===== src/rtl/oscilo_pkg.sv =====
// oscilo_pkg: shared constants and FSM state types for the oscilloscope command/stream modules
package oscilo_pkg;

    // Frame start byte for every block streamed to the host
    localparam logic [7:0] FRAME_HEADER = 8'hA5;

    // Command and acknowledge bytes understood by the receive-side modules
    localparam logic [7:0] CMD_ARM   = 8'h01;
    localparam logic [7:0] CMD_TRIG  = 8'h02;
    localparam logic [7:0] CMD_READ  = 8'h03;
    localparam logic [7:0] ACK_BYTE  = 8'h06;
    localparam logic [7:0] NAK_BYTE  = 8'h15;

    // Byte-streaming FSM of the sample sender
    typedef enum logic [2:0] {
        ST_IDLE,
        ST_HDR,
        ST_LEN_HI,
        ST_LEN_LO,
        ST_FETCH,
        ST_SEND,
`ifdef SAMPLE_SENDER_CHECKSUM_EN
        ST_CHK,
`endif
        ST_DONE
    } stream_state_e;

    // UART handoff micro-sequence shared by transmit-side responders
    typedef enum logic [1:0] {
        BC_IDLE,
        BC_WAIT_HI,
        BC_WAIT_LO
    } byte_state_e;

endpackage


===== src/rtl/tx_byte_ctrl.sv =====
// tx_byte_ctrl: hands one byte to the UART TX and reports when the UART has finished it
module tx_byte_ctrl
    import oscilo_pkg::*;
(
    input  logic       clk,
    input  logic       rst,
    input  logic       send,
    input  logic [7:0] byte_in,
    input  logic       tx_busy,
    output logic [7:0] tx_data,
    output logic       tx_start,
    output logic       sent
);

    byte_state_e state_q, state_d;
    logic [7:0]  tx_data_q, tx_data_d;
    logic        tx_start_q, tx_start_d;

    // Start only from idle with the UART free, then track the busy rise and fall
    always_comb begin
        state_d    = state_q;
        tx_data_d  = tx_data_q;
        tx_start_d = 1'b0;
        case (state_q)
            BC_IDLE: begin
                if (send && !tx_busy) begin
                    tx_data_d  = byte_in;
                    tx_start_d = 1'b1;
                    state_d    = BC_WAIT_HI;
                end
            end
            BC_WAIT_HI: state_d = tx_busy ? BC_WAIT_LO : BC_WAIT_HI;
            BC_WAIT_LO: state_d = tx_busy ? BC_WAIT_LO : BC_IDLE;
            default:    state_d = BC_IDLE;
        endcase
    end

    // The byte is complete the cycle busy is seen low again after its rise
    assign sent     = (state_q == BC_WAIT_LO) && !tx_busy;
    assign tx_data  = tx_data_q;
    assign tx_start = tx_start_q;

    // State and registered UART outputs
    always_ff @(posedge clk) begin
        if (!rst) begin
            state_q    <= BC_IDLE;
            tx_data_q  <= 8'h00;
            tx_start_q <= 1'b0;
        end else begin
            state_q    <= state_d;
            tx_data_q  <= tx_data_d;
            tx_start_q <= tx_start_d;
        end
    end

endmodule


===== src/rtl/sample_sender.sv =====
// sample_sender: streams a sample block as A5, len16, samples[, xor checksum when SAMPLE_SENDER_CHECKSUM_EN]
module sample_sender
    import oscilo_pkg::*;
#(
    parameter int         WIDTH  = 8,
    parameter int         ADDR_W = 10,
    parameter logic [7:0] HEADER = FRAME_HEADER
) (
    input  logic              clk,
    input  logic              rst,
    input  logic              activate,
    output logic              done,
    input  logic [ADDR_W:0]   length,
    output logic [ADDR_W-1:0] mem_addr,
    input  logic [WIDTH-1:0]  mem_data,
    output logic [7:0]        tx_data,
    output logic              tx_start,
    input  logic              tx_busy
);

    localparam int BYTES = (WIDTH + 7) / 8;
    localparam int SW    = BYTES * 8;
    localparam logic [ADDR_W:0] DEPTH_L = {1'b1, {ADDR_W{1'b0}}};
`ifdef SAMPLE_SENDER_CHECKSUM_EN
    localparam stream_state_e END_ST = ST_CHK;
`else
    localparam stream_state_e END_ST = ST_DONE;
`endif

    stream_state_e     state_q, state_d;
    logic [ADDR_W:0]   len_q, len_d;
    logic [ADDR_W:0]   cnt_q, cnt_d;
    logic [ADDR_W-1:0] addr_q, addr_d;
    logic [SW-1:0]     shift_q, shift_d;
    logic [1:0]        bidx_q, bidx_d;
    logic              wait_q, wait_d;
    logic              done_q, done_d;
`ifdef SAMPLE_SENDER_CHECKSUM_EN
    logic [7:0]        chk_q, chk_d;
`endif
    logic [15:0]       len16;
    logic [7:0]        tx_byte;
    logic              send;
    logic              sent;

    assign len16 = 16'(len_q);

    // Frame sequencing: header, length, per-sample fetch and byte split, optional checksum
    always_comb begin
        state_d = state_q;
        len_d   = len_q;
        cnt_d   = cnt_q;
        addr_d  = addr_q;
        shift_d = shift_q;
        bidx_d  = bidx_q;
        wait_d  = wait_q;
`ifdef SAMPLE_SENDER_CHECKSUM_EN
        chk_d   = chk_q;
`endif
        send    = 1'b0;
        tx_byte = 8'h00;
        case (state_q)
            ST_IDLE: begin
                if (activate) begin
                    len_d   = (length > DEPTH_L) ? DEPTH_L : length;
                    cnt_d   = '0;
                    addr_d  = '0;
                    bidx_d  = '0;
                    wait_d  = 1'b0;
`ifdef SAMPLE_SENDER_CHECKSUM_EN
                    chk_d   = 8'h00;
`endif
                    state_d = ST_HDR;
                end
            end
            ST_HDR: begin
                send    = 1'b1;
                tx_byte = HEADER;
                state_d = sent ? ST_LEN_HI : ST_HDR;
            end
            ST_LEN_HI: begin
                send    = 1'b1;
                tx_byte = len16[15:8];
                state_d = sent ? ST_LEN_LO : ST_LEN_HI;
            end
            ST_LEN_LO: begin
                send    = 1'b1;
                tx_byte = len16[7:0];
                if (sent)
                    state_d = (len_q == '0) ? END_ST : ST_FETCH;
            end
            ST_FETCH: begin
                // First cycle lets the synchronous buffer read settle, second captures it
                wait_d = 1'b1;
                if (wait_q) begin
                    shift_d = SW'(mem_data);
                    wait_d  = 1'b0;
                    state_d = ST_SEND;
                end
            end
            ST_SEND: begin
                send    = 1'b1;
                tx_byte = shift_q[SW-1 -: 8];
                if (sent) begin
                    if (bidx_q == 2'(BYTES - 1)) begin
                        bidx_d  = '0;
                        cnt_d   = cnt_q + 1'b1;
                        addr_d  = addr_q + 1'b1;
                        state_d = (cnt_d == len_q) ? END_ST : ST_FETCH;
                    end else begin
                        bidx_d  = bidx_q + 2'd1;
                        shift_d = shift_q << 8;
                    end
                end
            end
`ifdef SAMPLE_SENDER_CHECKSUM_EN
            ST_CHK: begin
                send    = 1'b1;
                tx_byte = chk_q;
                state_d = sent ? ST_DONE : ST_CHK;
            end
`endif
            ST_DONE: state_d = activate ? ST_DONE : ST_IDLE;
            default: state_d = ST_IDLE;
        endcase
`ifdef SAMPLE_SENDER_CHECKSUM_EN
        // Everything after the header feeds the checksum
        if (sent && (state_q == ST_LEN_HI || state_q == ST_LEN_LO || state_q == ST_SEND))
            chk_d = chk_q ^ tx_byte;
`endif
        done_d = (state_d == ST_DONE);
    end

    tx_byte_ctrl u_tx (
        .clk      (clk),
        .rst      (rst),
        .send     (send),
        .byte_in  (tx_byte),
        .tx_busy  (tx_busy),
        .tx_data  (tx_data),
        .tx_start (tx_start),
        .sent     (sent)
    );

    assign done     = done_q;
    assign mem_addr = addr_q;

    // Frame state registers; reset abandons any frame in flight
    always_ff @(posedge clk) begin
        if (!rst) begin
            state_q <= ST_IDLE;
            len_q   <= '0;
            cnt_q   <= '0;
            addr_q  <= '0;
            shift_q <= '0;
            bidx_q  <= '0;
            wait_q  <= 1'b0;
            done_q  <= 1'b0;
`ifdef SAMPLE_SENDER_CHECKSUM_EN
            chk_q   <= 8'h00;
`endif
        end else begin
            state_q <= state_d;
            len_q   <= len_d;
            cnt_q   <= cnt_d;
            addr_q  <= addr_d;
            shift_q <= shift_d;
            bidx_q  <= bidx_d;
            wait_q  <= wait_d;
            done_q  <= done_d;
`ifdef SAMPLE_SENDER_CHECKSUM_EN
            chk_q   <= chk_d;
`endif
        end
    end

endmodule

===== config.mk =====
export PLATFORM = sky130hd
export DESIGN_NAME = sample_sender
export DESIGN_NICKNAME = d
export VERILOG_FILES = /design/src/rtl/oscilo_pkg.sv /design/src/rtl/tx_byte_ctrl.sv /design/src/rtl/sample_sender.sv
export SDC_FILE = /design/constraint.sdc
export NUM_CORES = 1
export LEC_CHECK = 0
export BUFFER_PORTS_ARGS = -buffer_cell sky130_fd_sc_hd__buf_2
export CAP_MARGIN = 20
export CORE_UTILIZATION = 54
export CTS_BUF_LIST = sky130_fd_sc_hd__clkbuf_8
export DETAILED_ROUTE_END_ITERATION = 8
export PLACE_DENSITY = 0.79
export SLEW_MARGIN = 0
export SYNTH_ARGS = -nofsm -noshare
export SYNTH_HDL_FRONTEND = slang
export SYNTH_SLANG_ARGS = --single-unit

===== constraint.sdc =====
create_clock -name clk -period 1.6 [get_ports clk]
set_input_delay 0.16 -clock clk [delete_from_list [all_inputs] [get_ports clk]]
set_output_delay 0.16 -clock clk [all_outputs]
set_load 0.01 [all_outputs]

* Word-level counts from Yosys, hierarchy flattened *
Cells that the tools add are included.

cells by class
  add/subtract/negate cells = 3
  order comparisons = 1
  eq/ne operators = 16
  multiplexer cells = 38
  reductions and logical operators = 18

operators with widths
  operator                 number
  $mux W11                 4
  $pmux W8 S4              1
  $mux W10                 3
  $mux W8                  3
  $pmux W11 S2             1
  $pmux W3 S7              1
  $pmux W10 S2             1
  $mux W2                  9
  $mux W3                  6
  $pmux W8 S2              1
  $eq A3 B3 Y1 const B     4
  $add A11 B1 Y11 const B  1
  $eq A11 B11 Y1           1
  $gt A11 B11 Y1 const B   1
  $logic_not A11 Y1        1
  $add A10 B1 Y10 const B  1
  $ne A2 B2 Y1 const B     5
  $reduce_and A2 Y1        4
  $reduce_and A4 Y1        2
  $eq A3 B2 Y1 const B     2
  $pmux W2 S3              1
  $reduce_bool A2 Y1       3
  $mux W1                  5
  $logic_not A2 Y1         2
  other kinds (12)         13

word-level totals
  register bits after elaboration = 58
  bits of input ports = 23
  logic and storage cells = 87

* Depth between registers and ports, before layout *
Gate-level depths: netlist (run 1).

  word-level depth = 7
  depth in mapped cells = 7

* Modules after synthesis *
Synthesis (run 1) repeated with hierarchy kept, for this count alone.

unflattened totals
  cell total of the unflattened synthesis = 352
  area total of the unflattened synthesis = 2981.6 sq um

modules (own cells, without submodules)
  module         times used  cells an instance  area an instance (sq um)
  sample_sender  1           307                2543.7
  tx_byte_ctrl   1           45                 437.9

* Worst setup path before layout (run 1) *
Ideal clock, no wire load.

  path type = register -> register
  start = register u_tx.state_q[1]
  end = register cnt_q[9]
  setup time = 122 ps
  arrival = 1686 ps
  required time = 1478 ps
  path slack = -207 ps
  cell stages (with the launch flop) = 6
  period minus slack after synthesis = 1807 ps
  path through = dfxtp_1 -> nor3b_4 -> a41oi_4 -> or2_4 -> buf_6 -> o311a_1

on the way
  longest elaborated chain between the ends = 4

RTL lines
  what                                RTL line              source
  start, declared                     tx_byte_ctrl.sv:15    byte_state_e state_q, state_d;
  start signal, assigned              tx_byte_ctrl.sv:50    state_q <= state_d;
  $eq A2 B2 Y1                        tx_byte_ctrl.sv:39    assign sent = (state_q == BC_WAIT_LO) && !tx_busy;
  $logic_and A1 B1 Y1                 tx_byte_ctrl.sv:39
  $ne A2 B2 Y1 (no source line)       n/a
  $reduce_and A4 Y1 (no source line)  n/a
  end signal, assigned                sample_sender.sv:165  cnt_q <= cnt_d;
  end, declared                       sample_sender.sv:32   logic [ADDR_W:0] cnt_q, cnt_d;

Every way passes these cells.
A chain may end at the register's enable or synchronous reset.

* Worst setup path in the final report (run 1) *
  start = register cnt_q[0]
  end = register done_q, in the netlist done

on the way
  longest elaborated chain between the ends = 7

RTL lines
  what                  RTL line              source
  $add A11 B1 Y11       sample_sender.sv:107  cnt_d = cnt_q + 1'b1;
  $eq A11 B11 Y1        sample_sender.sv:109  state_d = (cnt_d == len_q) ? END_ST : ST_FETCH;
  $mux W2               sample_sender.sv:109
  $mux W3               sample_sender.sv:105  if (bidx_q == 2'(BYTES - 1)) begin
  $mux W3               sample_sender.sv:104  if (sent) begin
  $pmux W3 S7           sample_sender.sv:62   case (state_q)
  $eq A3 B3 Y1          sample_sender.sv:131  done_d = (state_d == ST_DONE);
  end signal, assigned  sample_sender.sv:170  done_q <= done_d;
  end, declared         sample_sender.sv:37   logic done_q, done_d;

Every way passes these cells.

==> results of run 1 <==
## flip-flops by register name (all words and copies together) (netlist names)
| signal | flops |
|---|---|
| len_q | 11 |
| cnt_q | 11 |
| u_tx.state_q | 2 |
| u_tx.tx_data | 8 |
| wait_q | 1 |
| u_tx.tx_start | 1 |
| done | 1 |
| state_q | 3 |
| mem_addr | 10 |
| shift_q | 8 |
| bidx_q | 2 |
## cells in the final DEF, fill, tap and decap left out, types with 8 or more instances in the layout
cell type,Yosys,final
inv_1,14,12
buf_4,2,64
clkbuf_8,0,10
dfxtp_1,58,47
nor2_1,23,22
a22oi_1,12,9
nand2_1,21,21
nor2b_1,25,25
a22o_1,8,8
buf_2,2,42
nand3_1,17,16
xnor2_1,16,11
## metrics by stage
step | cell area, um2 | hold WS (ns) | total power (uW) | setup TNS, ns
3_3_place_gp | 3812 | 0.3872 | 1806 | -0.5161
5_1_grt | 4404 | 0.04454 | 3325 | -3.421
2_1_floorplan | 3148 | 0.2686 | 1692 | -0.8123
4_1_cts | 4195 | 0.02822 | 3200 | -0.5736
3_5_place_dp | 3812 | 0.3879 | 1811 | -1.260
6_report | 4404 | 0.02942 | 3233 | -1.211
## per-layer routing
metal,vias up,routed length (um),GRT usage
met5,-,0,0
met1,1603,4100,0.3782
met2,202,4882,0.5239
met3,49,746,0.04941
met4,0,340,0.1623
li1,1500,-,-
## area by class of cell
cell class,instances,area share
clock buffer,10,0.03125
tap,72,0.02045
clock inverter,6,0.01506
timing repair buffer,113,0.1747
inverter,14,0.01193
multi-input combinational,264,0.4764
sequential,58,0.2702
## Yosys cell counts (all sizes together), types with 3 or more instances
| cell | instances |
|---|---|
| a21boi | 15 |
| a21oi | 11 |
| a221oi | 3 |
| a22o | 8 |
| a22oi | 12 |
| and2 | 5 |
| and3 | 4 |
| buf | 7 |
| clkbuf | 12 |
| dfxtp | 58 |
| ha | 4 |
| inv | 14 |
| nand2 | 21 |
| nand3 | 17 |
| nand4 | 7 |
| nor2 | 23 |
| nor2b | 25 |
| nor3 | 3 |
| nor3b | 7 |
| nor4 | 9 |
| nor4b | 3 |
| o21ai | 16 |
| o22ai | 5 |
| or2 | 3 |
| or3 | 4 |
| or4 | 5 |
| xnor2 | 16 |
| xor2 | 7 |
## cell families after synthesis
group / count (synthesis)
DFF: 58
and+or+nand+nor: 147
muxes: 2
adders and majority gates: 4
buffers and inverters: 33
AOI/OAI and AO/OA: 86
xor gates and xnor gates: 23
## path summary, 6_finish.rpt
kind | slack (ns) | start | end
max | -0.14 | cnt_q[0] | done
min | 0.03 | length[6] | len_q[6]
max reg2reg | -0.14 | cnt_q[0] | done
min reg2reg | 0.46 | u_tx.tx_data[7] | u_tx.tx_data[7]
## where the power goes
| part | switching, uW | internal, uW |
|---|---|---|
| combinational | 185 | 167 |
| clock | 630 | 759 |
| sequential | 30.4 | 1460 |
| total | 846 | 2390 |
## repair_timing
item	4_1_cts	5_1_grt
buffers inserted	5	3
setup endpoints to repair	30	42
resized for setup	31	44
gates cloned	2	1
pin swaps	17	23
endpoints found under the hold margin	0	0
==> out/qor.txt, run 1 <==
largest area contributor in the netlist -> dfxtp_1
clk buf depth -> 2
die height -> 77.67 um
adder-cell share of the synthesized area -> 0.01619
GP Congestion -> 0.9532
Total Wirelength -> 10,070 um
Nets -> 487
Starting Density -> 0.5615
Pwr Density -> 734.0 mW/mm2
Final Non-Filler Cells -> 537
YS warnings -> 0
Synth area leaders -> dfxtp_1 38%, nor2b_1 5.1%, xnor2_1 4.5%
dpl cells -> 511
Final WS setup -> -0.1361 ns
Yosys reg bits -> 58
hold_buf cts -> 0
Synth async-reset ratio -> 0
CTS H-tree lvls -> 3
failing checks -> negative setup slack
GRT Util Overall -> 0.3103
Area growth syn-to-layout -> 42.45%
initial antenna violation count -> 0
Sink Count -> 58
die span in x -> 77.67 um
status -> finished, violations left
data required time of the worst path -> 1.83 ns
Max Cap Viol -> 0
worst slew pin tran -> 0.4766 ns
WP data arrival -> 1.96 ns
Post-route DRC -> 0
ys flop type -> dfxtp_1
# IOs -> 43
GRT overflow -> 0
vias in the first global route -> 3,100
share of cells above drive strength 1 -> 0.4409
largest family of logic cells by synthesized area -> simple AND/OR/NAND/NOR gates
crit path buf inv count -> 0
clk_lat worst skew -> 0.36 ns
Max Freq -> 0.5760 GHz
cells on worst reg2reg path -> 5
Worst setup EP type -> flop
LEAKAGE -> 0.001704 uW
vias after detailed routing -> 3,354
Critical Path Stages -> 5
Mapped Cells -> 353
dpl ws -> -0.1118 ns
TritonCTS clock tree -> done
Pins Over Slew Limit -> 0
hold path depth -> 2
Yosys top cell area share -> 0.3756
# diodes -> 0
multiplexer share of the synthesized area -> 0.006880
register area -> 0.001190 mm2
Setup violations, final -> 22
CP Cell Sequence -> nand4_1 -> o21ai_0 -> a211oi_2 -> o311ai_2 -> o22ai_1
Antenna Nets Post-Route -> 0
Die ar. -> 0.006032 mm2
RSZ-0062 raised after global routing -> yes
post-synthesis cell type count -> 64
Syn Nets -> 380
Final period util -> 1.085
minimum clock period -> 1.736 ns
Iteration-0 DRC Markers -> 317
Layout fillers -> 359
Fin. Hold Viols -> 0
wire per inst -> 18.75 um
maximum vdd ir drop -> 0.0007435 V
area of the multi-input gates -> 0.002098 mm2
CP max-delay cell -> o21ai_0
row count -> 27
XOR/XNOR Fraction of Synth Area -> 0.06516
post-synthesis share of cell area spent on and, or, nand and nor gates -> 0.2845
critical path class -> flop to flop
first-pass iteration count of the detailed router -> 5
Slew headroom -> 0.6793
Synth Area in Compound Gates -> 0.2060
Core ar. -> 0.005507 mm2
Root Buffer -> clkbuf_8
syn_area_per_cell -> 8.758 um2
CP top delay family -> compound AO/OA/AOI/OAI gates
IO Port Bufs -> 42
Hold/Removal Path Class -> input pin to flop
final core utilization -> 0.7998
Cell Area, Synth -> 0.003092 mm2
CP Launch Type -> flop
Inserted Clock Buffers -> 9
Post-synth EDFFs -> 0
Worst-path clk slew -> 0.07 ns
sequential cell area fraction in the yosys report -> 0.3756
vias per inst -> 6.246
CP peak stage delay -> 0.41 ns
Detail Placement HPWL -> 5929 um
Clock Skews -> 0.009585 ns
first-pass GRT wire length -> 14,520 um
CP Max Fanout -> 4
largest net degree at the start of global routing -> 23
(Power assumes the default switching activity.)
==> run 2: changes to the inputs <==
- SKIP_CTS_REPAIR_TIMING: unset -> 1
==> run 2 against run 1 <==
The flow still finishes with violations (negative setup slack). First-iteration DRC count shrank 7.9%. Largest power group unchanged. Utilization shrank 0.30 points. Clock-buffer cell count is the same. Total power grew 0.19%. Sequential power is essentially flat. Critical endpoint unchanged. Sequential share of layout area is essentially flat. Hold slack gained 0.0026 ns. Register-to-register slack is essentially flat. Design area shrank 0.37%.
==> out/qor.txt, run 2 (synthesis results as in run 1) <==
Nets -> 489 (was 487)
Sink Count -> 58 (unchanged)
highest metal used -> met4 (unchanged)
Detail Placement HPWL -> 5929 um (unchanged)
met3 WL -> 652 um (was 746 um)
minimum clock period -> 1.729 ns (was 1.736 ns)
combinational cell fraction of total power -> 0.112 (was 0.109)
Hold/Removal Path Class -> input pin to flop (unchanged)
Layout fillers -> 362 (was 359)
dpl ws -> -0.1118 ns (unchanged)
Sw Share -> 0.2600 (was 0.2618)
die span in x -> 77.67 um (unchanged)
register area -> 0.001187 mm2 (was 0.001190 mm2)
# IOs -> 43 (unchanged)
M1 WL -> 3843 um (was 4100 um)
Root Buffer -> clkbuf_8 (unchanged)
Flop pwr share -> 0.460 (was 0.461)
vias in the first global route -> 2,978 (was 3,100)
Total Wirelength -> 9455 um (was 10,070 um)
critical path class -> flop to flop (unchanged)
Post-route DRC -> 0 (unchanged)
wire per inst -> 17.54 um (was 18.75 um)
commonest non-fill, non-tap cell in the layout -> buf_4 (unchanged)
r2r setup slk -> -0.13 ns (was -0.14 ns)
area of the multi-input gates -> 0.002034 mm2 (was 0.002098 mm2)
Antenna Nets Post-Route -> 0 (unchanged)
GRT Util Overall -> 0.2917 (was 0.3103)
clock power share -> 0.429 (was 0.430)
data required time of the worst path -> 1.82 ns (was 1.83 ns)
clk_lat worst skew -> 0.35 ns (was 0.36 ns)
maximum vdd ir drop -> 0.0006736 V (was 0.0007435 V)
Sum Neg Setup Slack -> -1.641 ns (was -1.211 ns)
Core ar. -> 0.005507 mm2 (unchanged)
Pint -> 2397 uW (was 2386 uW)
Pins Over Slew Limit -> 0 (unchanged)
GP Congestion -> 0.9532 (unchanged)
Worst-path clk slew -> 0.07 ns (about the same)
vias per inst -> 6.119 (was 6.246)
Iteration-0 DRC Markers -> 292 (was 317)
CP Launch Type -> flop (unchanged)
CTS H-tree lvls -> 3 (unchanged)
CP Max Fanout -> 4 (unchanged)
first-pass iteration count of the detailed router -> 5 (unchanged)
met2 WL -> 4656 um (was 4882 um)
Setup violations, final -> 30 (was 22)
row count -> 27 (unchanged)
WP data arrival -> 1.95 ns (was 1.96 ns)
Slew headroom -> 0.6756 (was 0.6793)
Fin. Hold Viols -> 0 (unchanged)
Clock Skews -> 0.009608 ns (was 0.009585 ns)
die height -> 77.67 um (unchanged)
GRT overflow -> 0 (unchanged)
Inserted Clock Buffers -> 9 (unchanged)
most frequent cells in the layout -> 63 x buf_4, 49 x dfxtp_1, 43 x buf_2, 25 x nor2b_1, 22 x nor2_1 (was 64 x buf_4, 47 x dfxtp_1, 42 x buf_2, 25 x nor2b_1, 22 x nor2_1)
share of cells above drive strength 1 -> 0.4154 (was 0.4409)
Pwr Density -> 738.1 mW/mm2 (was 734.0 mW/mm2)
Worst setup EP type -> flop (unchanged)
# diodes -> 0 (unchanged)
status -> finished, violations left (unchanged)
first-pass GRT wire length -> 13,720 um (was 14,520 um)
Die ar. -> 0.006032 mm2 (unchanged)
Starting Density -> 0.5615 (unchanged)
initial antenna violation count -> 0 (unchanged)
largest net degree at the start of global routing -> 23 (unchanged)
Area growth syn-to-layout -> 41.93% (was 42.45%)
TritonCTS clock tree -> done (unchanged)
Hold Slack -> 0.03202 ns (was 0.02942 ns)
IO Port Bufs -> 42 (unchanged)
worst slew pin tran -> 0.4822 ns (was 0.4766 ns)
failing checks -> negative setup slack (unchanged)
RSZ-0062 raised after global routing -> yes (unchanged)
vias after detailed routing -> 3,298 (was 3,354)
LEAKAGE -> 0.001714 uW (was 0.001704 uW)
clk buf depth -> 2 (unchanged)
Final period util -> 1.081 (was 1.085)
Final WS setup -> -0.1294 ns (was -0.1361 ns)
Max Cap Viol -> 0 (unchanged)
sw power -> 842.2 uW (was 846.1 uW)
Max Freq -> 0.5782 GHz (was 0.5760 GHz)
==> run 2: worst max-delay path, stage by stage (launching register included) <==
cell and delay (ns):
dfxtp_4 0.38, nand4_1 0.23, buf_4 0.23, o211a_1 0.25
o311ai_2 0.37, o22ai_1 0.14
==> run 2: cell type report <==
cell class / instances / area share
clock inverter: 6 / 0.01511
timing repair buffer: 115 / 0.1868
inverter: 14 / 0.01198
multi-input combinational: 264 / 0.4636
clock buffer: 10 / 0.03137
tap: 72 / 0.02053
sequential: 58 / 0.2706
==> run 2: path summary, 6_finish.rpt <==
kind,startpoint,end,cells past startpoint
setup / recovery,cnt_q[0],done,5
hold / removal,length[6],len_q[6],2
setup reg to reg,cnt_q[0],done,5
hold reg to reg,u_tx.tx_data[7],u_tx.tx_data[7],2
==> run 2: power groups by stage <==
stage          Sequential [uW]  Combinational, uW  Clock [uW]
2_1_floorplan             1530                167           0
3_3_place_gp              1530                280           0
3_5_place_dp              1530                284           0
4_1_cts                   1490                287        1400
5_1_grt                   1490                382        1480
6_report                  1490                361        1390
==> run 2: per-layer routing <==
metal | GRT usage | vias up
li1 | - | 1502
met1 | 0.3686 | 1588
met2 | 0.4814 | 172
met3 | 0.04235 | 36
met4 | 0.1491 | 0
met5 | 0 | -
==> run 2: per-stage QoR <==
| stage | instances | total power [uW] | utilization | area, um2 |
|---|---|---|---|---|
| 4_1_cts | 527 | 3177 | 0.7294 | 4016 |
| 2_1_floorplan | 353 | 1692 | - | 3148 |
| 3_5_place_dp | 511 | 1811 | 0.6923 | 3812 |
| 5_1_grt | 539 | 3349 | 0.7969 | 4388 |
| 6_report | 539 | 3239 | 0.7969 | 4388 |
| 3_3_place_gp | 511 | 1806 | 0.6923 | 3812 |
==> run 3: changes to the inputs <==
- ABC_AREA: unset -> 1
- CORE_UTILIZATION: 54 -> 53
- PLACE_DENSITY: 0.79 -> 0.78
==> run 3 against run 2 <==
The flow now finishes without violations. Wire length fell by 17%. Synthesized cell count rose by 19%. Clock power rose by 7%. Combinational power down 23%. Total power is 1.1% higher. Cell count increased by 6.3%. Global-route usage decreased by 0.87 points. Sequential cell count is the same. Register-to-register slack improved by 0.13 ns. Non-clock buffer count fell by 41. Critical path depth up 7. First-iteration DRC count decreased by 37%. Largest power group unchanged.
==> out/qor.txt, run 3 <==
Die ar. -> 0.005738 mm2 (was 0.006032 mm2)
IO Port Bufs -> 42 (unchanged)
RSZ-0062 raised after global routing -> yes (unchanged)
CTS H-tree lvls -> 3 (unchanged)
Core ar. -> 0.005172 mm2 (was 0.005507 mm2)
Sum Neg Setup Slack -> 0 ns (was -1.641 ns)
syn_area_per_cell -> 6.847 um2 (was 8.758 um2)
Yosys reg bits -> 58 (unchanged)
GP Congestion -> 0.9229 (was 0.9532)
Synth area leaders -> dfxtp_1 40%, nand2_1 13%, inv_1 8.3% (was dfxtp_1 38%, nor2b_1 5.1%, xnor2_1 4.5%)
die height -> 75.75 um (was 77.67 um)
Total Wirelength -> 7866 um (was 9455 um)
Layout fillers -> 417 (was 362)
post-synthesis share of cell area spent on and, or, nand and nor gates -> 0.3121 (was 0.2845)
Starting Density -> 0.5573 (was 0.5615)
commonest non-fill, non-tap cell in the layout -> nand2_1 (was buf_4)
Max Freq -> 0.6251 GHz (was 0.5782 GHz)
maximum vdd ir drop -> 0.0006164 V (was 0.0006736 V)
status -> finished clean (was finished, violations left)
Sink Count -> 58 (unchanged)
Antenna Nets Post-Route -> 0 (unchanged)
largest area contributor in the netlist -> dfxtp_1 (unchanged)
Worst-path clk slew -> 0.06 ns (was 0.07 ns)
WP data arrival -> 1.88 ns (was 1.95 ns)
Inserted Clock Buffers -> 9 (unchanged)
worst slew pin tran -> 0.3412 ns (was 0.4822 ns)
# IOs -> 43 (unchanged)
GRT Util Overall -> 0.2830 (was 0.2917)
Yosys top cell area share -> 0.4028 (was 0.3756)
adder-cell share of the synthesized area -> 0.01736 (was 0.01619)
post-route cell area -> 0.003775 mm2 (was 0.004388 mm2)
Detail Placement HPWL -> 5649 um (was 5929 um)
CP Launch Type -> flop (unchanged)
initial antenna violation count -> 0 (unchanged)
Fin. Hold Viols -> 0 (unchanged)
Hold Slack -> 0.07550 ns (was 0.03202 ns)
XOR/XNOR Fraction of Synth Area -> 0.009115 (was 0.06516)
sequential cell area fraction in the yosys report -> 0.4028 (was 0.3756)
vias per inst -> 5.354 (was 6.119)
Syn Nets -> 448 (was 380)
LEAKAGE -> 0.001623 uW (was 0.001714 uW)
placed cell area -> 0.003341 mm2 (was 0.003812 mm2)
Pins Over Slew Limit -> 0 (unchanged)
first-pass GRT wire length -> 12,080 um (was 13,720 um)
largest net degree at the start of global routing -> 14 (was 23)
ys flop type -> dfxtp_1 (unchanged)
CP Max Fanout -> 5 (was 4)
most frequent cells in the layout -> 93 x nand2_1, 63 x inv_1, 50 x dfxtp_1, 42 x buf_2, 41 x a21oi_1 (was 63 x buf_4, 49 x dfxtp_1, 43 x buf_2, 25 x nor2b_1, 22 x nor2_1)
minimum clock period -> 1.600 ns (was 1.729 ns)
Clock Skews -> 0.01111 ns (was 0.009608 ns)
vias after detailed routing -> 3,068 (was 3,298)
Worst setup EP type -> flop (unchanged)
Iteration-0 DRC Markers -> 184 (was 292)
GRT overflow -> 0 (unchanged)
YS warnings -> 0 (unchanged)
Root Buffer -> clkbuf_8 (unchanged)
Final period util -> 0.9998 (was 1.081)
first-pass iteration count of the detailed router -> 5 (unchanged)
data required time of the worst path -> 1.88 ns (was 1.82 ns)
Slew headroom -> 0.7704 (was 0.6756)
# diodes -> 0 (unchanged)
Setup violations, final -> 0 (was 30)
most frequent cells after synthesis -> 100 x nand2_1, 64 x inv_1, 58 x dfxtp_1 (was 58 x dfxtp_1, 25 x nor2b_1, 23 x nor2_1)
Mapped Cells -> 421 (was 353)
Final Power -> 3274 uW (was 3239 uW)
post-synthesis cell type count -> 35 (was 64)
final core utilization -> 0.7298 (was 0.7969)
Area growth syn-to-layout -> 30.95% (was 41.93%)
area of the multi-input gates -> 0.001574 mm2 (was 0.002034 mm2)
clk_lat worst skew -> 0.34 ns (was 0.35 ns)
Synth async-reset ratio -> 0 (unchanged)
Nets -> 525 (was 489)
Pwr Density -> 867.3 mW/mm2 (was 738.1 mW/mm2)
critical path class -> flop to flop (unchanged)
TritonCTS clock tree -> done (unchanged)
row count -> 26 (was 27)
Max Cap Viol -> 0 (unchanged)
wire per inst -> 13.73 um (was 17.54 um)
die span in x -> 75.75 um (was 77.67 um)
largest family of logic cells by synthesized area -> simple AND/OR/NAND/NOR gates (unchanged)
share of cells above drive strength 1 -> 0.2763 (was 0.4154)
clk buf depth -> 2 (unchanged)
most instantiated library cell after synthesis -> nand2_1 (was dfxtp_1)
Cell Area, Synth -> 0.002883 mm2 (was 0.003092 mm2)
register area -> 0.001174 mm2 (was 0.001187 mm2)
Hold/Removal Path Class -> input pin to flop (unchanged)
vias in the first global route -> 2,794 (was 2,978)
Synth Area in Compound Gates -> 0.1589 (was 0.2060)
Post-route DRC -> 0 (unchanged)
multiplexer share of the synthesized area -> 0 (was 0.006880)
Post-synth EDFFs -> 0 (unchanged)
## run 3: changes by cell type in the layout (fill, tap and decap cells not counted), sizes merged, moves of 8 or more
cell | before | now
a22oi | 12 | 0
nand2 | 21 | 103
buf | 115 | 74
inv | 14 | 69
nand3 | 17 | 38
nor2 | 23 | 32
xnor2 | 16 | 1
a21boi | 15 | 0
nor2b | 25 | 0
a21oi | 11 | 42
a22o | 8 | 0
## run 3: final timing paths
| path | from | slack [ns] | cells after the start | to |
|---|---|---|---|---|
| setup / recovery | state_q[1] | 0.0003 | 12 | done |
| hold / removal | length[9] | 0.08 | 3 | len_q[9] |
| setup reg to reg | state_q[1] | 0.0003 | 12 | done |
| hold reg to reg | shift_q[4] | 0.47 | 2 | shift_q[4] |
## run 3: power by group
| group | internal (uW) | total (uW) | switching (uW) |
|---|---|---|---|
| clock | 907 | 1490 | 584 |
| sequential | 1480 | 1500 | 24.6 |
| combinational | 107 | 278 | 172 |
## run 3: routing by layer
metal | global-route usage | up-vias | part of all wire
met4 | 0.1173 | 0 | 0.020
met3 | 0.07143 | 16 | 0.051
met5 | 0 | - | 0
met2 | 0.4985 | 101 | 0.49
li1 | - | 1542 | -
met1 | 0.3252 | 1409 | 0.43
## run 3: final cells by class
type	instances	share of cell area
timing repair buffer	74	0.1226
clock inverter	6	0.02154
multi-input combinational	287	0.4170
clock buffer	10	0.03646
tap	70	0.02320
sequential	58	0.3109
inverter	68	0.06828
## run 3: cell families after synthesis
logic type	Yosys count
AO/OA/AOI/OAI	82
XOR/XNOR	3
flip-flops	58
buffers and inverters	76
adder cells (fa/ha/maj)	4
AND/OR/NAND/NOR	198
## run 3: per-stage QoR
stage	cells	setup slack [ns]
floorplan	421	0.09726
global placement	549	0.02570
detailed placement	549	-0.08029
CTS	565	-0.1226
global route	573	-0.1119
finish	573	0.0002509
## run 3: worst max-delay path: stages, from the launching register on
cell	delay, ns
dfxtp_2	0.32
inv_2	0.07
nand2_2	0.07
nor2_4	0.18
nand2_2	0.08
buf_4	0.15
nor2_2	0.10
nand3_1	0.08
nor2_2	0.13
nand4_1	0.11
nor2_1	0.11
nor2_1	0.06
nor2_1	0.08
